**src/rtl/pc_redirect_ctrl.sv**
```systemverilog
// pc_redirect_ctrl
//
// Sequencing controller for the program counter register. Each cycle it
// picks the next PC source (sequential, redirect, exception vector or ERET
// return) and produces a PC write enable and a pipeline flush. It also owns
// the exception state (EPC, cause, status) and a sticky, maskable,
// rising-edge interrupt-pending register.
//
// Ports
//   clk, reset             : clock, synchronous active-high reset
//   stall                  : fetch stall, PC must not be written while high
//   pc_cur                 : current PC register value
//   redirect_req/_addr     : taken branch / jump and its target
//   exc_req, exc_code      : synchronous exception on pc_cur and its code
//   eret                   : ERET executing at pc_cur
//   irq[5:0]               : external interrupt lines (rising-edge)
//   cfg_we, cfg_status     : status write (bit0 IE, bits15:10 IM)
//   pc_next, pc_wen, flush : combinational PC load value / enable / kill
//   epc, cause, status     : registered exception state views
module pc_redirect_ctrl #(
    parameter logic [31:0] EXC_VECTOR = 32'h0000_0800,
    parameter logic [4:0]  RI_CODE    = 5'd10
) (
    input  logic        clk,
    input  logic        reset,
    input  logic        stall,
    input  logic [31:0] pc_cur,
    input  logic        redirect_req,
    input  logic [31:0] redirect_addr,
    input  logic        exc_req,
    input  logic [4:0]  exc_code,
    input  logic        eret,
    input  logic [5:0]  irq,
    input  logic        cfg_we,
    input  logic [31:0] cfg_status,
    output logic [31:0] pc_next,
    output logic        pc_wen,
    output logic        flush,
    output logic [31:0] epc,
    output logic [31:0] cause,
    output logic [31:0] status
);

    typedef enum logic [1:0] {
        RUN    = 2'd0,
        ENTRY  = 2'd1,
        RETURN = 2'd2
    } state_t;

    state_t      state_q, state_d;
    logic [31:0] epc_q, epc_d;
    logic [4:0]  code_q, code_d;
    logic        ie_q, ie_d;
    logic        exl_q, exl_d;
    logic [5:0]  im_q, im_d;
    logic [5:0]  pending_q, pending_d;
    logic [5:0]  irq_prev_q;

    logic [5:0]  irq_rise;
    logic [5:0]  irq_masked;
    logic [5:0]  irq_take;
    logic        irq_ok;
    logic        take_exc;
    logic [4:0]  take_code;
    logic [5:0]  pending_clr;

    // Only the used status fields are consumed; the rest are ignored.
    logic unused_cfg;
    assign unused_cfg = ^{cfg_status[31:16], cfg_status[9:1]};

    assign irq_rise   = irq & ~irq_prev_q;
    assign irq_masked = pending_q & im_q;
    // Isolate the lowest set bit: lowest index has highest priority.
    assign irq_take   = irq_masked & (~irq_masked + 6'd1);
    assign irq_ok     = ie_q & ~exl_q & (|irq_masked);

    always_comb begin
        state_d     = state_q;
        epc_d       = epc_q;
        code_d      = code_q;
        ie_d        = ie_q;
        exl_d       = exl_q;
        im_d        = im_q;
        pending_clr = 6'd0;
        take_exc    = 1'b0;
        take_code   = exc_code;
        pc_next     = pc_cur + 32'd4;
        pc_wen      = 1'b0;
        flush       = 1'b0;

        case (state_q)
            RUN: begin
                if (!stall) begin
                    if (exc_req) begin
                        take_exc  = 1'b1;
                        take_code = exc_code;
                    end else if (irq_ok) begin
                        epc_d       = pc_cur;
                        code_d      = 5'd0;
                        exl_d       = 1'b1;
                        pending_clr = irq_take;
                        flush       = 1'b1;
                        state_d     = ENTRY;
                    end else if (eret && exl_q) begin
                        flush   = 1'b1;
                        state_d = RETURN;
                    end else if (eret) begin
                        // ERET outside exception level is an illegal instruction.
                        take_exc  = 1'b1;
                        take_code = RI_CODE;
                    end else if (redirect_req) begin
                        pc_next = redirect_addr;
                        pc_wen  = 1'b1;
                    end else begin
                        pc_wen = 1'b1;
                    end

                    if (take_exc) begin
                        // Nested exception keeps the original EPC.
                        if (!exl_q) begin
                            epc_d = pc_cur;
                        end
                        code_d  = take_code;
                        exl_d   = 1'b1;
                        flush   = 1'b1;
                        state_d = ENTRY;
                    end
                end
            end
            ENTRY: begin
                pc_next = EXC_VECTOR;
                pc_wen  = ~stall;
                if (!stall) begin
                    state_d = RUN;
                end
            end
            RETURN: begin
                pc_next = epc_q;
                pc_wen  = ~stall;
                if (!stall) begin
                    exl_d   = 1'b0;
                    state_d = RUN;
                end
            end
            default: begin
                state_d = RUN;
            end
        endcase

        if (cfg_we) begin
            ie_d = cfg_status[0];
            im_d = cfg_status[15:10];
        end

        // A new edge wins over clearing the bit being taken.
        pending_d = (pending_q & ~pending_clr) | irq_rise;

        // No PC write or flush may escape while reset is being applied.
        if (reset) begin
            pc_wen = 1'b0;
            flush  = 1'b0;
        end
    end

    always_ff @(posedge clk) begin
        if (reset) begin
            state_q    <= RUN;
            epc_q      <= 32'd0;
            code_q     <= 5'd0;
            ie_q       <= 1'b0;
            exl_q      <= 1'b0;
            im_q       <= 6'd0;
            pending_q  <= 6'd0;
            irq_prev_q <= 6'd0;
        end else begin
            state_q    <= state_d;
            epc_q      <= epc_d;
            code_q     <= code_d;
            ie_q       <= ie_d;
            exl_q      <= exl_d;
            im_q       <= im_d;
            pending_q  <= pending_d;
            irq_prev_q <= irq;
        end
    end

    assign epc    = epc_q;
    assign cause  = {16'd0, pending_q, 3'd0, code_q, 2'd0};
    assign status = {16'd0, im_q, 8'd0, exl_q, ie_q};

endmodule

```
**config.mk**
```make
export PLATFORM = sky130hd
export DESIGN_NAME = pc_redirect_ctrl
export DESIGN_NICKNAME = d
export VERILOG_FILES = /design/src/rtl/pc_redirect_ctrl.sv
export SDC_FILE = /design/constraint.sdc
export NUM_CORES = 1
export LEC_CHECK = 0
export ABC_AREA = 0
export BUFFER_PORTS_ARGS = -buffer_cell sky130_fd_sc_hd__buf_2
export CAP_MARGIN = 20
export CORE_MARGIN = 2
export CORE_UTILIZATION = 44
export CTS_BUF_LIST = sky130_fd_sc_hd__clkbuf_8
export DETAILED_ROUTE_END_ITERATION = 8
export PLACE_DENSITY = 0.82
export REMOVE_ABC_BUFFERS = 1
export SYNTH_ARGS = -nofsm -noshare
export SYNTH_HDL_FRONTEND = slang
export SYNTH_SLANG_ARGS = --single-unit
```
**constraint.sdc**
```tcl
create_clock -name clk -period 2.4 [get_ports clk]
set_input_delay 0.36 -clock clk [delete_from_list [all_inputs] [get_ports clk]]
set_output_delay 0.36 -clock clk [all_outputs]
set_load 0.005 [all_outputs]
```
# == Word-level counts from Yosys, hierarchy flattened ==
# Index checks and enable logic that the tools add are counted.
# word_totals
latch_bits,0
output_inout_bits,130
rom_bits,0
n_memories,0
input_bits,114
ram_bits,0
wordCells,96
ff_bits,59
# op_classes
shifts,0
magnitude_cmp,0
n_mul,0
add_sub_neg,2
bitwise_logic,12
eq_ne,9
muxes,55
div_mod_pow,0
reduce_logical,10
# ops
cell,count
32-bit two-way mux,10
32-bit one-hot mux with 3 select lines,1
5-bit two-way mux,7
"32-bit by 3-bit adder with 32-bit output, second input constant",1
6-bit bitwise AND,4
1-bit two-way mux,24
6-bit two-way mux,4
6-bit NOT,3
2-bit two-way mux,6
4-bit AND reduction,2
"6-bit by 1-bit adder with 6-bit output, second input constant",1
"2-bit != test, second input constant",3
"3-bit by 2-bit != test with 1-bit output, second input constant",2
6-bit bitwise OR,1
6-bit OR reduction,1
5-bit AND reduction,1
"4-bit by 3-bit != test with 1-bit output, second input constant",1
1-bit one-hot mux with 2 select lines,2
2-bit one-hot mux with 2 select lines,1
2-bit nonzero test,2
1-bit bitwise AND,2
"2-bit by 1-bit equality test with 1-bit output, second input constant",1
"2-bit equality test, second input constant",1
2-bit zero test,1
other kinds (5),6

# == Longest topological paths before layout ==
# Gate-level depths: netlist of run 1.
# depth
ltp_word,11
ltp_mapped,11
depth_no_buf,7

# == Least setup slack after synthesis of run 1 ==
# No wires, ideal clock.
# synth_timing
path_type,reg2out
from,reg state_q[1]
to,out pc_next[29]
arrival_time_ns,1.854
path_slack_ns,0.186
required_time_ns,2.040
path_stages_with_launch,12
path_buffers,4
cell_sequence,dfxtp_1 -> inv_1 -> ha_1 -> clkbuf_1 -> nor2b_1 -> buf_2 -> nand4_1 -> nor2_1 -> buf_2 -> buf_4 -> a21oi_1 -> a21oi_1
# synth_between
elab_chain_cells,2
elab_cells_between_ends,4
classes_between,eq/ne: 2; mux: 1; reduce/logical: 1
# synth_lines
item,line,rtl
from (decl),50,"state_t state_q, state_d;"
from (signal assigned),176,state_q <= state_d;
"2-bit equality test, or another cell as far along",91,case (state_q)
32-bit one-hot mux with 3 select lines (*),91,
to (decl),36,"output logic [31:0] pc_next,"
# Every way passes the cells marked *; elsewhere a longest branch is shown, timed or not.

# == Final worst setup path of run 1 ==
# layout_timing
from,reg im_q[4]
to,out pc_next[21]
# layout_between
elab_chain_cells,7
# layout_lines
item,line,rtl
from (decl),55,"logic [5:0] im_q, im_d;"
from (signal assigned),181,im_q <= im_d;
6-bit bitwise AND,72,assign irq_masked = pending_q & im_q;
6-bit OR reduction,75,assign irq_ok = ie_q & ~exl_q & (|irq_masked);
1-bit bitwise AND,75,
32-bit two-way mux,97,end else if (irq_ok) begin
32-bit two-way mux,94,if (exc_req) begin
32-bit two-way mux,93,if (!stall) begin
32-bit one-hot mux with 3 select lines,91,
# Every way passes these cells.

==> flow_metrics.tcl, run 1 <==
set metrics [dict create \
    cp-end-kind "output port" \
    avgSynthCellArea_um2 8.240 \
    crit_fanout 8 \
    dp_hpwl_mm 8.878 \
    grt_max_degree 41 \
    gr-total-overflow 0 \
    yosys-top-cells-area "dfxtp_1 31%, mux2i_1 11%, buf_4 9.9%" \
    cp_cell_sequence "a22oi_2, buf_4, a31oi_4, nor2_4, buf_8, a22oi_1, o21ai_1, buf_2" \
    track_usage_pct 23.83 \
    crit_slowest_cell "dfxtp_4" \
    clockBufferDepth 2 \
    antenna_found_initial 0 \
    synth_area_leader_cell "dfxtp_1" \
    synth_most_common_cell "dfxtp_1" \
    port_buffers 173 \
    drt_iter0_markers 125 \
    layout.nets 783 \
    fillCellCount 755 \
    hold_class "input pin to flop" \
    worst_slack_ps 29.26 \
    p_total_mw 2.777 \
    arrival_ps 2010 \
    hold_viol_final 0 \
    core_mm2 0.008593 \
    synth_area_mm2 0.003856 \
    crit_type "flop to output port" \
    die_area_mm2 0.009529 \
    synthTopCellsByCount "59 x dfxtp_1, 56 x nor2_1, 51 x buf_4, 41 x mux2i_1, 36 x o21ai_0" \
    r2r-start "state_q[0]$_SDFFE_PP0P_" \
    ios 244 \
    holdPathStages 2 \
    synth_flop_cell "dfxtp_1" \
    synth-seq-cells 59 \
    synth_cell_types 47 \
    areaGrowthSynthToFinish_pct 39.65 \
    ir_worst_vdd_mv 0.3908 \
    final.min_clock_period_ps 2371 \
    async_flop_share_pct 0 \
    hold_end "irq_prev_q[3]$_SDFF_PP0_" \
    startpoint_type "flop" \
    setup_viol 0 \
    ys_warn_count 0 \
    via_count 4084 \
    worst_slew_pin_slew_ps 707.6 \
    drv_cap 0 \
    cts.htree.levels 3 \
    synth_edf_count 0 \
    viasPerCell 5.256 \
    place_ws_ps 64.45 \
    status "complete, no violations" \
    grt_pass1_wl_mm 18.55 \
    critPathMaxStageDelay_ps 360 \
    die-height_um 97.62 \
    cts_root_buf "clkbuf_8" \
    skew_ps 14.33 \
    cts.sinks 59 \
    routabilityCongestion 0.8670 \
    rr_endpoint "epc[15]$_SDFFE_PP0P_" \
    tritoncts "built" \
    firstDrtPassIters 4 \
    slew_violations 0 \
    clk_latency_ps 340 \
    p_leak_nw 2.604 \
    cts-buffers-inserted 9 \
    cp.required_ps 2040 \
    n_antenna_cell 0 \
    netlist.area_leader.share_pct 30.63 \
    synthCells 468 \
    reg2regPathDepth 9 \
    regArea_mm2 0.001201 \
    period_share_pct 98.78 \
    drive_gt1_share_pct 43.35 \
    post-route-drc-count 0 \
    path_clk_slew_ps 80 \
    rows 34 \
    die_w_um 97.62 \
    multi_input_area_mm2 0.002561 \
    wl_per_cell_um 16.02 \
    ff2ff_setup_slack_ps 170 \
    rsz0062_at_grt "yes" \
    yosysSeqAreaShare_pct 30.63 \
    power_density_mw_per_mm2 515.7 \
    antenna_left 0 \
    maxSlewHeadroom_pct 52.72 \
    worstHoldStart "irq[3]" \
    grt_pass1_vias 3791 \
    cts_hold_buf 0 \
    fmax_mhz 421.8 \
    initial_core_util_pct 44.87 \
    wl_mm 12.44 \
]
where the power goes:
part	switching [mW]	internal (mW)	leakage [nW]
Combinational	0.372	0.336	2.01
Clock	0.443	0.519	0.108
Sequential	0.0600	1.05	0.490
registers in the layout (all words and copies together) (netlist names):
register and cells:
im_q 6, state_q 2, pending_q 6, exl_q 1, epc 32, irq_prev_q 6
code_q 5, ie_q 1
critical path, delay by kind of cell (launching register included):
| family | cells | cell delay (ps) |
|---|---|---|
| and+or+nand+nor | 1 | 260 |
| DFF | 1 | 360 |
| buffers and inverters | 3 | 490 |
| AOI/OAI and AO/OA | 4 | 540 |
what timing repair did:
item / in CTS / in global routing
pin swaps: 6 / 26
buffers inserted: 7 / 9
gates resized for setup: 21 / 79
endpoints found under the setup margin: 33 / 33
cloned: 2 / 1
layout by cell type (no fill, tap or decap), types with 3 or more instances in the layout:
master / instances
xnor2_1: 9
clkbuf_8: 10
a22oi_2: 17
a21oi_1: 11
buf_4: 29
ha_4: 3
xor2_1: 18
o21ai_2: 3
nand4_1: 6
inv_6: 3
buf_8: 3
dfxtp_1: 49
o21ai_0: 10
nor3_1: 8
dfxtp_2: 7
buf_2: 173
nor3_2: 3
nand2_1: 23
nand2b_1: 8
o21ai_1: 23
dfxtp_4: 3
nand3_1: 16
nor2_1: 54
a22oi_1: 16
inv_1: 10
buf_6: 5
and3_1: 4
and4_1: 3
mux2i_1: 41
conb_1: 45
a32oi_1: 3
nor2b_1: 8
metal layers:
metal	share of wire [%]	global-route usage [%]
met2	51	41.27
met1	39	28.55
met5	0	0
met4	2.0	7.265
met3	8.0	6.835
worst max path at each step:
stage          slack (ps)  depth (start not counted)                   to                     from
3_5_place_dp           60                          8          pc_next[31]                pc_cur[2]
3_3_place_gp           60                          8          pc_next[31]                pc_cur[2]
5_1_grt               -90                          9           pc_next[0]  state_q[0]$_SDFFE_PP0P_
6_report               30                          8          pc_next[21]     im_q[4]$_SDFFE_PP0P_
2_1_floorplan       -1260                          7  epc[0]$_SDFFE_PP0P_  state_q[0]$_SDFFE_PP0P_
4_1_cts               -20                          7           pc_next[8]     im_q[4]$_SDFFE_PP0P_
cells by family (layout without fill, tap and decap cells):
| family | Yosys count | in the layout | synth area share [%] |
|---|---|---|---|
| AOI/OAI and AO/OA | 101 | 101 | 17.07 |
| muxes | 41 | 41 | 10.64 |
| DFF | 59 | 59 | 30.63 |
| other | 1 | 45 | 0.09725 |
| and+or+nand+nor | 151 | 151 | 20.57 |
| buffers and inverters | 83 | 240 | 13.24 |
| xor gates and xnor gates | 27 | 27 | 6.132 |
| adders and majority gates | 5 | 5 | 1.622 |
area by class of cell:
class / instances / share of cell area [%]
clock inverter: 6 / 1.301
inverter: 12 / 0.9294
timing repair buffer: 212 / 22.84
multi-input combinational: 370 / 47.56
tap: 108 / 2.509
sequential: 59 / 22.30
clock buffer: 10 / 2.556
through the flow:
stage                     area [um^2]  TNS (ps)  utilization (%)  instances  hold slack [ps]
final                            5385         0            62.67        777            243.3
after global routing             5385     -1625            62.67        777            235.3
after CTS                        5085    -48.68            59.17        767            225.4
after detailed placement         4736         0            55.11        742            483.7
after global placement           4736         0            55.11        742            465.0
after floorplan                  3556    -53490                -        441            429.1
No activity file was read; power rests on OpenSTA's default activity.
==> inputs of run 2 (changes only) <==
Settings changed: BUFFER_PORTS_ARGS -buffer_cell sky130_fd_sc_hd__buf_2 to -buffer_cell sky130_fd_sc_hd__buf_4.
==> run 2 against run 1 <==
  * Setup slack worse by 7.7 ps
  * Fmax is 0.33% lower
  * Critical path depth stayed put
  * Total power is 9.2% higher
  * Core utilization is 3.9 points higher
  * Routed wire length is 1.6% lower
  * Clock power is 19% higher
  * Die area stayed put
  * Via count is 1.4% lower
  * Count of clock-buffer cells in the layout stayed put
  * Combinational power is 11% higher
  * Critical endpoint is now pc_next[11]
  * Largest power group is now the clock network
  * Global-route usage is 0.23 points higher
==> flow_metrics.tcl, run 2 (same netlist as run 1, synthesis figures left out) <==
set metrics [dict create \
    status "complete, no violations" \
    p_clk_share_pct 37.6 \
    p_seq_share_pct 36.5 \
    path_clk_slew_ps 70 \
    cts.htree.levels 3 \
    power_density_mw_per_mm2 529.9 \
    gr-total-overflow 0 \
    r2r-start "pending_q[0]$_SDFF_PP0_" \
    ios 244 \
    clockBufferDepth 2 \
    tritoncts "built" \
    arrival_ps 2020 \
    ir_worst_vdd_mv 0.5094 \
    cts_root_buf "clkbuf_8" \
    die_w_um 97.62 \
    hold_end "irq_prev_q[5]$_SDFF_PP0_" \
    layout.nets 776 \
    period_share_pct 99.10 \
    rows 34 \
    rsz0062_at_grt "yes" \
    drt_iter0_markers 144 \
    dp_hpwl_mm 8.920 \
    reg2regPathDepth 8 \
    cp.required_ps 2040 \
    largest_reg_flops 32 \
    die-height_um 97.62 \
    hold_viol_final 0 \
    topRoutingLayerUsed "met4" \
    met1Wirelength_mm 4.734 \
    mostFrequentLayoutCells "201 x buf_4, 54 x nor2_1, 47 x dfxtp_1" \
    cts-buffers-inserted 9 \
    cts.sinks 59 \
    track_usage_pct 24.07 \
    final.min_clock_period_ps 2378 \
    clk_latency_ps 340 \
    grt_pass1_wl_mm 18.84 \
    switchingPower_mw 0.8424 \
    port_buffers 173 \
    wl_met3_um 905 \
    ff2ff_setup_slack_ps 280 \
    postPlaceCellArea_mm2 0.005161 \
    via_count 4026 \
    rr_endpoint "epc[14]$_SDFFE_PP0P_" \
    drv_cap 0 \
    initial_core_util_pct 44.87 \
    crit_type "flop to output port" \
    n_antenna_cell 0 \
    holdPathStages 2 \
    final_common_cell "buf_4" \
    setup_viol 0 \
    fin_cells 770 \
    maxSlewHeadroom_pct 62.15 \
    crit_fanout 8 \
    wl_mm 12.24 \
    design_area_mm2 0.005723 \
    intPower_mw 2.190 \
    p_leak_nw 2.682 \
    antenna_found_initial 0 \
    fillCellCount 707 \
    routabilityCongestion 0.8058 \
    worstHoldStart "irq[5]" \
    place_inst 741 \
    die_area_mm2 0.009529 \
    hold_class "input pin to flop" \
    grt_pass1_vias 3936 \
    skew_ps 10.82 \
    comb_power_share_pct 26.0 \
    firstDrtPassIters 5 \
    wl_per_cell_um 15.89 \
    cp-startpoint "state_q[0]$_SDFFE_PP0P_" \
    cts_hold_buf 0 \
    grt_max_degree 37 \
    core_mm2 0.008593 \
    antenna_left 0 \
    swShare_pct 27.78 \
    worst_slew_pin_slew_ps 567.7 \
    multi_input_area_mm2 0.002512 \
    post-route-drc-count 0 \
    areaGrowthSynthToFinish_pct 48.41 \
    regArea_mm2 0.001211 \
    cp-end-kind "output port" \
    startpoint_type "flop" \
    slew_violations 0 \
    fmax_mhz 420.4 \
    p_total_mw 3.033 \
    drive_gt1_share_pct 40.79 \
    viasPerCell 5.229 \
    met2_length_mm 6.360 \
]
==> run 2: changes by cell type in the layout (fill, tap and decap cells not counted), sizes merged <==
cell and change:
buf -6, clkbuf -1, bufinv +2, clkinv +1, inv -3
==> run 2: worst max path at each step <==
stage               slack, ps             endpoint
floorplan               -1260  epc[0]$_SDFFE_PP0P_
global placement           80          pc_next[29]
finish                     20          pc_next[11]
CTS                        -5           pc_next[6]
global route              -70          pc_next[11]
detailed placement         70          pc_next[29]
==> run 2: layout make-up <==
| class | instances | area share (%) |
|---|---|---|
| Multi-Input combinational cell | 370 | 43.90 |
| Timing Repair Buffer | 205 | 27.37 |
| Sequential cell | 59 | 21.16 |
| Clock buffer | 10 | 2.405 |
| Tap cell | 108 | 2.361 |
| Clock inverter | 6 | 1.968 |
| Inverter | 12 | 0.8308 |
==> run 2: metrics by stage <==
stage | hold slack [ps] | setup TNS (ps) | utilization, % | setup WS, ps
6_report | 239.4 | 0 | 66.60 | 21.53
5_1_grt | 260.6 | -1253 | 66.60 | -73.31
2_1_floorplan | 429.1 | -53490 | - | -1257
4_1_cts | 227.0 | -4.519 | 64.53 | -4.519
3_3_place_gp | 467.8 | 0 | 60.06 | 79.88
3_5_place_dp | 485.9 | 0 | 60.06 | 74.57
==> run 2: power groups by stage <==
stage / clock network (mW) / registers (mW) / logic (mW)
global placement: 0 / 1.12 / 0.714
CTS: 1.15 / 1.11 / 0.755
floorplan: 0 / 1.12 / 0.297
detailed placement: 0 / 1.13 / 0.731
finish: 1.14 / 1.11 / 0.788
global route: 1.19 / 1.11 / 0.856
==> run 2: timing repair <==
item,4_1_cts,5_1_grt
setup buffers,7,5
pin swaps,7,9
gates resized for setup,24,41
setup endpoints to repair,33,33
gates cloned,0,1
==> run 2: worst max-delay path: stages (launching register included) <==
cell and delay [ps]:
dfxtp_4 370, inv_2 50, ha_2 250, a211o_1 360
nor2_1 120, inv_1 70, a211oi_2 240, a211oi_2 70
buf_4 140
==> run 2: layer usage <==
metal,track usage [%],up-vias
li1,-,1941
met1,27.85,1900
met2,42.33,165
met3,6.043,20
met4,9.615,0
met5,0,-
